## config.mk

```make
export PLATFORM = sky130hd
export DESIGN_NAME = data_island_packet_scheduler
export DESIGN_NICKNAME = d
export VERILOG_FILES = /design/src/rtl/hdmi_packet_pkg.sv /design/src/rtl/packet_pending_tracker.sv /design/src/rtl/data_island_packet_scheduler.sv
export SDC_FILE = /design/constraint.sdc
export NUM_CORES = 1
export LEC_CHECK = 0
export CORE_AREA = 2 2 486 488
export DETAILED_ROUTE_END_ITERATION = 6
export DIE_AREA = 0 0 488 490
export PLACE_DENSITY_LB_ADDON = 0.05
export SYNTH_ARGS = -nofsm -noshare
export SYNTH_HDL_FRONTEND = slang
export SYNTH_SLANG_ARGS = --single-unit
```

## constraint.sdc

```tcl
create_clock -name clk_pixel -period 4.3 [get_ports clk_pixel]
set_input_delay 0.645 -clock clk_pixel [delete_from_list [all_inputs] [get_ports clk_pixel]]
set_output_delay 0.645 -clock clk_pixel [all_outputs]
set_load 0.01 [all_outputs]
```

## src/rtl/hdmi_packet_pkg.sv

```systemverilog
// hdmi_packet_pkg: packet type codes, source-select and scheduler state types
package hdmi_packet_pkg;
  localparam logic [7:0] PKT_NULL  = 8'h00;
  localparam logic [7:0] PKT_ACR   = 8'h01;
  localparam logic [7:0] PKT_AUDIO = 8'h02;
  localparam logic [7:0] PKT_AVI   = 8'h82;
  localparam logic [7:0] PKT_AINFO = 8'h84;
  typedef enum logic [2:0] {SRC_NULL, SRC_ACR, SRC_AUDIO, SRC_AVI, SRC_AINFO} src_t;
  typedef enum logic {S_IDLE, S_SEND} state_t;
  function automatic logic [7:0] pkt_type(src_t s);
    return s == SRC_ACR ? PKT_ACR : s == SRC_AUDIO ? PKT_AUDIO :
           s == SRC_AVI ? PKT_AVI : s == SRC_AINFO ? PKT_AINFO : PKT_NULL;
  endfunction
endpackage

```

## src/rtl/packet_pending_tracker.sv

```systemverilog
// packet_pending_tracker: set-wins pending flag with coalesce pulse and optional toggle-edge set
module packet_pending_tracker #(
  parameter bit EDGE = 1'b0
) (
  input  logic clk_pixel,
  input  logic reset_n,
  input  logic set_in,
  input  logic clr,
  output logic pend,
  output logic drop
);
  logic prev;
  logic ev;
  assign ev = EDGE ? set_in ^ prev : set_in;
  always_ff @(posedge clk_pixel or negedge reset_n) begin
    if (!reset_n) begin
      prev <= 1'b0;
      pend <= 1'b0;
      drop <= 1'b0;
    end else begin
      prev <= set_in;
      pend <= ev | (pend & ~clr);
      drop <= ev & pend;
    end
  end
endmodule

```

## src/rtl/data_island_packet_scheduler.sv

```systemverilog
// data_island_packet_scheduler: picks the packet for each data island slot and holds it for the slot
module data_island_packet_scheduler
  import hdmi_packet_pkg::*;
#(
  parameter int PACKET_CYCLES    = 32,
  parameter int INFOFRAME_PERIOD = 1
) (
  input  logic         clk_pixel,
  input  logic         reset_n,
  input  logic         packet_slot,
  input  logic         frame_start,
  input  logic         acr_wrap,
  input  logic         audio_pending,
  input  logic [23:0]  acr_header,
  input  logic [23:0]  audio_header,
  input  logic [23:0]  avi_header,
  input  logic [23:0]  ainfo_header,
  input  logic [223:0] acr_sub,
  input  logic [223:0] audio_sub,
  input  logic [223:0] avi_sub,
  input  logic [223:0] ainfo_sub,
  output logic [23:0]  header,
  output logic [223:0] sub,
  output logic [7:0]   packet_type,
  output logic         busy,
  output logic         audio_ack,
  output logic         acr_drop,
  output logic         slot_overlap
);
  localparam int CW = $clog2(PACKET_CYCLES);
  localparam int FW = INFOFRAME_PERIOD > 1 ? $clog2(INFOFRAME_PERIOD) : 1;
  state_t state;
  logic [CW-1:0] cnt;
  logic [FW-1:0] frame_cnt;
  logic acr_p, avi_p, ainfo_p, info_set, load;
  logic avi_drop_unused, ainfo_drop_unused;
  src_t sel;
  logic [23:0] hdr_sel;
  logic [223:0] sub_sel;
  always_comb begin
    sel = acr_p ? SRC_ACR : audio_pending ? SRC_AUDIO : avi_p ? SRC_AVI :
          ainfo_p ? SRC_AINFO : SRC_NULL;
    hdr_sel = sel == SRC_ACR ? acr_header : sel == SRC_AUDIO ? audio_header :
              sel == SRC_AVI ? avi_header : sel == SRC_AINFO ? ainfo_header : '0;
    sub_sel = sel == SRC_ACR ? acr_sub : sel == SRC_AUDIO ? audio_sub :
              sel == SRC_AVI ? avi_sub : sel == SRC_AINFO ? ainfo_sub : '0;
  end
  assign load = state == S_IDLE && packet_slot;
  assign info_set = frame_start && frame_cnt == '0;
  packet_pending_tracker #(.EDGE(1'b1)) u_acr (
    .clk_pixel(clk_pixel), .reset_n(reset_n), .set_in(acr_wrap),
    .clr(load && sel == SRC_ACR), .pend(acr_p), .drop(acr_drop)
  );
  packet_pending_tracker #(.EDGE(1'b0)) u_avi (
    .clk_pixel(clk_pixel), .reset_n(reset_n), .set_in(info_set),
    .clr(load && sel == SRC_AVI), .pend(avi_p), .drop(avi_drop_unused)
  );
  packet_pending_tracker #(.EDGE(1'b0)) u_ainfo (
    .clk_pixel(clk_pixel), .reset_n(reset_n), .set_in(info_set),
    .clr(load && sel == SRC_AINFO), .pend(ainfo_p), .drop(ainfo_drop_unused)
  );
  always_ff @(posedge clk_pixel or negedge reset_n) begin
    if (!reset_n) frame_cnt <= '0;
    else if (frame_start) frame_cnt <= frame_cnt == FW'(INFOFRAME_PERIOD - 1) ? '0 : frame_cnt + 1'b1;
  end
  always_ff @(posedge clk_pixel or negedge reset_n) begin
    if (!reset_n) begin
      state        <= S_IDLE;
      cnt          <= '0;
      header       <= '0;
      sub          <= '0;
      packet_type  <= '0;
      busy         <= 1'b0;
      audio_ack    <= 1'b0;
      slot_overlap <= 1'b0;
    end else begin
      audio_ack    <= 1'b0;
      slot_overlap <= 1'b0;
      if (state == S_IDLE) begin
        if (packet_slot) begin
          state       <= S_SEND;
          cnt         <= CW'(PACKET_CYCLES - 1);
          busy        <= 1'b1;
          header      <= hdr_sel;
          sub         <= sub_sel;
          packet_type <= pkt_type(sel);
          audio_ack   <= sel == SRC_AUDIO;
        end
      end else begin
        slot_overlap <= packet_slot;
        cnt          <= cnt - 1'b1;
        if (cnt == '0) begin
          state       <= S_IDLE;
          busy        <= 1'b0;
          header      <= '0;
          sub         <= '0;
          packet_type <= '0;
        end
      end
    end
  end
endmodule

```

=== After elaboration in Yosys (flattened, before gate mapping) ===
Index checks and enable logic that the tools add are counted.

* Bits in registers: 271
* Bits in latches: 0
* Memory bits (writable): 0
* Memory bits (read-only): 0
* Input port bits: 998
* Output and inout bits: 260
* Word-level logic and storage cells: 79
* Memories kept: 0

* Add/subtract/negate cells: 2
* $mul: 0
* Divide/modulo/power cells: 0
* Magnitude comparators: 0
* Equality and inequality tests: 5
* Shift operators: 0
* Mux-type cells: 37
* Bitwise logic cells: 13
* Reduce and logical (&&, ||, !) cells: 8

{| class="wikitable"
|+ Operators with widths
! kind !! number
|-
| 224-bit 2-to-1 mux || 7
|-
| 24-bit 2-to-1 mux || 7
|-
| 8-bit 2-to-1 mux || 7
|-
| 3-bit 2-to-1 mux || 4
|-
| 1-bit 2-to-1 mux || 10
|-
| 5-bit 2-to-1 mux || 2
|-
| 3-bit by 2-bit equality test with 1-bit output, second input constant || 2
|-
| 1-bit logical AND || 5
|-
| 5-bit zero test || 1
|-
| 1-bit NOT || 5
|-
| 5-bit by 1-bit subtractor with 5-bit output, second input constant || 1
|-
| 1-bit AND || 4
|-
| 3-bit by 1-bit equality test with 1-bit output, second input constant || 1
|-
| 3-bit equality test, second input constant || 1
|-
| 1-bit bitwise OR || 3
|-
| 2-bit by 1-bit != test with 1-bit output, second input constant || 1
|-
| 2-bit AND reduction || 1
|-
| 2-bit nonzero test || 1
|-
| 1-bit adder, second input constant || 1
|-
| 1-bit bitwise XOR || 1
|}

=== Depth between registers and ports, before layout ===
* Word-level depth: 11
* Mapped depth: 7
* Mapped depth without buffers: 5

=== Modules after synthesis ===
A second synthesis with hierarchy kept.

* Cell total of the unflattened synthesis: 1,992
* Area total of the unflattened synthesis: 18,448.9 um^2

{| class="wikitable"
|+ By module, submodules not included
! module !! times used !! cells an instance !! area each (um^2) !! sequential area each (um^2)
|-
| data_island_packet_scheduler || 1 || 1,975 || 18,217.5 || 6,531.3
|-
| packet_pending_tracker at u_ainfo ... || 2 || 5 || 67.6 || 50.0
|-
| packet_pending_tracker at u_acr || 1 || 7 || 96.3 || 75.1
|}

=== Worst setup path before layout ===
Ideal clock, no wire load.

* Path type: input-to-reg
* Start point: input port audio_pending
* End point: register sub[100]
* Library setup time: 0.068 ns
* Arrival time: 1.939 ns
* Data required time: 4.232 ns
* Setup slack: 2.293 ns
* Stages on the path: 7
* Buffers on the path: 4
* Cells stage by stage: clkbuf_1 -> or4b_1 -> buf_2 -> buf_6 -> buf_6 -> o211ai_2 -> a32o_1

* Word-level cells in the longest chain between the ends: 9
* Elaborated cells on any way between the ends: 12
* Classes of those cells: eq/ne: 4; mux: 8

{| class="wikitable"
|+ Ends and longest elaborated chain
! element !! line !! source
|-
| start: declaration || data_island_packet_scheduler.sv:13 || <nowiki>input logic audio_pending,</nowiki>
|-
| 3-bit 2-to-1 mux * (2 in a row) || data_island_packet_scheduler.sv:41 || <nowiki>sel = acr_p ? SRC_ACR : audio_pending ? SRC_AUDIO : avi_p ? SRC_AVI :</nowiki>
|-
| 3-bit equality test || data_island_packet_scheduler.sv:46 || <nowiki>sel == SRC_AVI ? avi_sub : sel == SRC_AINFO ? ainfo_sub : '0;</nowiki>
|-
| 224-bit 2-to-1 mux (2 in a row) || data_island_packet_scheduler.sv:46 ||
|-
| 224-bit 2-to-1 mux || data_island_packet_scheduler.sv:45 || <nowiki>sub_sel = sel == SRC_ACR ? acr_sub : sel == SRC_AUDIO ? audio_sub :</nowiki>
|-
| 224-bit 2-to-1 mux * || data_island_packet_scheduler.sv:45 ||
|-
| 224-bit 2-to-1 mux * || data_island_packet_scheduler.sv:80 || <nowiki>if (packet_slot) begin</nowiki>
|-
| 224-bit 2-to-1 mux * || data_island_packet_scheduler.sv:79 || <nowiki>if (state == S_IDLE) begin</nowiki>
|-
| end signal: assignment || data_island_packet_scheduler.sv:85 || <nowiki>sub <= sub_sel;</nowiki>
|-
| end: declaration || data_island_packet_scheduler.sv:23 || <nowiki>output logic [223:0] sub,</nowiki>
|}

Mark *: on every way between the ends. The rest lies on a longest branch, timed or not. The select of a mux whose other input is x is not followed.
A chain may end at the register's enable or synchronous reset.

=== Final worst setup path ===
* Start point: register u_avi.pend
* End point: register sub[28]

* Word-level cells in the longest chain between the ends: 10
* Elaborated cells on any way between the ends: 13
* Classes of those cells: eq/ne: 4; mux: 9

{| class="wikitable"
|+ Ends and longest elaborated chain
! element !! line !! source
|-
| start: declaration || packet_pending_tracker.sv:9 || <nowiki>output logic pend,</nowiki>
|-
| start signal: assignment || packet_pending_tracker.sv:22 || <nowiki>pend <= ev | (pend & ~clr);</nowiki>
|-
| 3-bit 2-to-1 mux * (3 in a row) || data_island_packet_scheduler.sv:41 ||
|-
| 3-bit equality test || data_island_packet_scheduler.sv:46 ||
|-
| 224-bit 2-to-1 mux (2 in a row) || data_island_packet_scheduler.sv:46 ||
|-
| 224-bit 2-to-1 mux || data_island_packet_scheduler.sv:45 ||
|-
| 224-bit 2-to-1 mux * || data_island_packet_scheduler.sv:45 ||
|-
| 224-bit 2-to-1 mux * || data_island_packet_scheduler.sv:80 ||
|-
| 224-bit 2-to-1 mux * || data_island_packet_scheduler.sv:79 ||
|}

Marks and branches as above.

==> qor_table.md <==
| Item | Value | Unit |
|:---|:---|:---|
| Status | completed | - |
| Kind of capture point of the worst setup path | register | - |
| Switching part of the total | 0.3633 | - |
| VDD IR max | 288.0 | uV |
| Final instance area | 36,180 | sq um |
| FF-to-FF Start | u_avi.pend | - |
| Cell chosen for the clock root | sky130_fd_sc_hd__clkbuf_16 | - |
| Weighted congestion reported at the end of routability-driven placement | 0.7575 | - |
| Max H-tree Level | 2 | - |
| Period Utilization, post-route | 0.6076 | - |
| End point of the most critical hold path | header[18] | - |
| Worst Hold Depth | 1 | - |
| Sequential share of the synthesized area | 0.3618 | - |
| Routed length on met2 | 88,300 | um |
| Proportion of netlist area held by the largest area contributor | 0.3618 | - |
| Data required time at the worst endpoint | 4.88 | ns |
| Worst-skew pair later-pin latency | 0.67 | ns |
| Share of layout cells above drive strength 1 | 0.08917 | - |
| Number of design-rule violations left by the first detailed-router iteration | 1,071 | - |
| Startpoint of the worst setup timing path | u_avi.pend | - |
| Setup repair after global routing missed its margin | no | - |
| Mean cell area of the mapped netlist | 9.301 | sq um |
| IO Pins | 1,258 | - |
| Main flop type after synthesis | sky130_fd_sc_hd__dfrtp_1 | - |
| R2r endpoint | sub[28] | - |
| Number of global-route vias before repair | 23.45k | - |
| Remaining antenna violation count | 0 | - |
| Via count | 21.44k | - |
| Initial antenna violation count | 125 | - |
| Initial standard-cell utilization of the core | 0.07860 | - |
| Internal Power | 8857 | uW |
| Category of the critical setup timing path | reg -> reg | - |
| Post-layout power | 13,910 | uW |
| Worst path arrival time | 3.20 | ns |
| Switching pwr | 5055 | uW |
| Setup-violating endpoint count in the final report | 0 | - |
| Layout overhead on the synthesized area | 96.63 | % |
| Reg2Reg Setup Slack | 1.69 | ns |
| Share of power burned in registers | 0.292 | - |
| Worst-case headroom to the max-slew limit | 0.3241 | - |
| Detailed-placement wirelength estimate | 138,300 | um |
| Final-report hold violation count | 0 | - |
| Setup total negative slack | 0 | ns |
| Per-cell routed wire length | 28.09 | um |
| Met3 WL | 16,840 | um |
| Routed length on met1 | 68,380 | um |
| Slew of the pin with the lowest slew margin | 1.014 | ns |
| Number of remaining DRC errors | 0 | - |
| Distinct cell type count after synthesis | 36 | - |
| Post-synthesis instance area | 18,400 | sq um |
| Core ar. | 234,100 | sq um |
| Cts bufs inserted | 47 | - |
| Startpoint of the tightest hold check path | header[18] | - |
| Highest layer used for signal routing | met5 | - |
| Share of the core filled with cells | 0.1546 | - |
| Number of storage elements in the synthesis netlist | 266 | - |
| Peak fanout along the critical path | 46 | - |
| CTS tree | yes | - |
| X dimension of the die | 488 | um |
| Placed Area | 34,590 | sq um |
| Post-layout nets | 4,106 | - |
| Commonest cells post-synth | 266 x sky130_fd_sc_hd__dfrtp_1, 252 x sky130_fd_sc_hd__a21oi_1, 252 x sky130_fd_sc_hd__inv_1 | - |
| Number of maximum-capacitance constraint violations | 0 | - |
| Most frequent cell after synthesis | sky130_fd_sc_hd__dfrtp_1 | - |
| Combinational Power Share | 0.423 | - |
| Post-synthesis cell type with the largest combined area | sky130_fd_sc_hd__dfrtp_1 | - |
| CTS max path bufs | 3 | - |
| Global-route wire length before repair | 231,300 | um |
| GRT Resource Usage Total | 0.1428 | - |
| First-pass DRT Iterations | 5 | - |
| Ratio of total power to cell area | 384.6 | nW/um^2 |
| Clock input transition at the sequential cells of the worst setup and hold paths | 0.06 | ns |
| Total detailed-routing wirelength | 177,700 | um |
| Leakage | 0.01360 | uW |
| # Post-CTS Setup Buffers | 0 | - |
| Count of clock tree sinks | 266 | - |
| HP Class | reg -> reg | - |
| Vias per Instance | 3.390 | - |
| Slew Limit Fails | 0 | - |
| Worst setup SP type | register | - |
| Number of warnings reported in the yosys synthesis log | 0 | - |
| Min Clock Period, post-route | 2.613 | ns |
| Clock skew after layout | 0.03093 | ns |
| Synth area leaders | sky130_fd_sc_hd__dfrtp_1 36%, sky130_fd_sc_hd__a32o_1 11%, sky130_fd_sc_hd__nand3b_1 10%, sky130_fd_sc_hd__o211ai_2 10%, sky130_fd_sc_hd__a21oi_1 6.9% | - |
| Cells after synthesis | 1,978 | - |
| Die Outline Area | 239,100 | sq um |
| Ys async rst share | 1.000 | - |
| Number of flops mapped to enable cells by yosys | 0 | - |
| Max frequency | 382.7 | MHz |
| Share of total power in the clock network | 0.285 | - |
| Standard-cell rows | 178 | - |
| Vertical extent of the die | 490 | um |
| Remaining global-route overflow | 0 | - |
| Pin count of the biggest net entering global routing | 140 | - |
| Fill cell total of the finished layout | 26.52k | - |
| Number of port buffers | 1,253 | - |
| Worst-case reg-to-reg path depth | 4 | - |
## cell families (layout without fill, tap and decap cells)
group,Yosys count,after routing,share of synthesized area
AO/OA/AOI/OAI,761,761,0.3537
buffers and inverters,481,1640,0.1078
AND/OR/NAND/NOR,466,466,0.1749
flip-flops,266,266,0.3618
XOR/XNOR,2,2,0.0009523
adder cells (fa/ha/maj),1,1,0.0006800
other,1,39,0.0002038
## worst max path at each step
stage                     to  slack [ns]
floorplan           sub[100]        2.29
global placement     sub[31]        1.15
detailed placement   sub[45]        1.10
CTS                   sub[1]        1.57
global route         sub[35]        1.57
finish               sub[28]        1.69
## sequential cells by signal, summed over array words and instances (netlist names)
| signal | count |
|---|---|
| u_acr.prev | 1 |
| u_acr.drop | 1 |
| sub | 224 |
| state | 1 |
| audio_ack | 1 |
| packet_type | 4 |
| busy | 1 |
| u_acr.pend | 1 |
| u_ainfo.pend | 1 |
| cnt | 5 |
| header | 24 |
| u_avi.pend | 1 |
| slot_overlap | 1 |
## power groups by stage
stage	combinational (uW)	clock [uW]	sequential, uW
after floorplan	1630	0	4240
after global placement	6170	0	4140
after detailed placement	6150	0	4130
after CTS	6170	4250	4100
after global routing	6320	4310	4180
final	5890	3960	4060
## timing repair
action                                 4_1_cts  5_1_grt
endpoints found under the hold margin       34        0
hold buffers                                 1        0
gates resized for setup                      0        0
## per-stage QoR
stage	setup WS, ns	hold slack, ns	std cells
after detailed placement	1.096	0.4779	6207
after CTS	1.571	0.4069	6290
after global placement	1.150	0.4741	6207
after floorplan	2.293	0.3494	1981
final	1.687	0.4870	6325
after global routing	1.570	0.4417	6305
## cell usage in the layout (no fill, tap or decap), types with 3 or more instances in the layout
cell	count
sky130_fd_sc_hd__a21oi_1	252
sky130_fd_sc_hd__a221o_1	55
sky130_fd_sc_hd__a221oi_1	55
sky130_fd_sc_hd__a32o_1	193
sky130_fd_sc_hd__buf_12	24
sky130_fd_sc_hd__buf_4	28
sky130_fd_sc_hd__clkbuf_1	15
sky130_fd_sc_hd__clkbuf_16	49
sky130_fd_sc_hd__clkbuf_8	13
sky130_fd_sc_hd__clkdlybuf4s50_1	1251
sky130_fd_sc_hd__clkinv_2	3
sky130_fd_sc_hd__conb_1	4
sky130_fd_sc_hd__dfrtp_1	263
sky130_fd_sc_hd__diode_2	35
sky130_fd_sc_hd__inv_1	252
sky130_fd_sc_hd__nand2_1	3
sky130_fd_sc_hd__nand2b_1	196
sky130_fd_sc_hd__nand3b_1	248
sky130_fd_sc_hd__nor2_1	6
sky130_fd_sc_hd__nor3_1	4
sky130_fd_sc_hd__o211ai_1	45
sky130_fd_sc_hd__o211ai_2	148
sky130_fd_sc_hd__o21ai_0	3
## per-layer routing
metal,track usage,up-vias
li1,-,9692
met1,0.1570,10460
met2,0.2504,915
met3,0.06091,264
met4,0.03545,116
met5,0,-
## worst max-delay path, cell delays in order, from the launching register on
cell and delay [ns]:
sky130_fd_sc_hd__dfrtp_4 0.69, sky130_fd_sc_hd__or4b_4 0.81, sky130_fd_sc_hd__buf_4 0.36, sky130_fd_sc_hd__o211ai_1 0.37
sky130_fd_sc_hd__a32o_1 0.23
## cell type report
cell class | count | area, sq um | share of cell area
Antenna cell | 35 | 87.58 | 0.002421
Tap cell | 3150 | 3941 | 0.1089
Clock inverter | 5 | 30.03 | 0.0008301
Clock buffer | 77 | 1461 | 0.04040
Sequential cell | 266 | 6665 | 0.1842
Timing Repair Buffer | 1306 | 13250 | 0.3663
Inverter | 252 | 945.9 | 0.02615
Multi-Input combinational cell | 1234 | 9792 | 0.2707
Note: power is estimated with default switching activity, not from simulation.
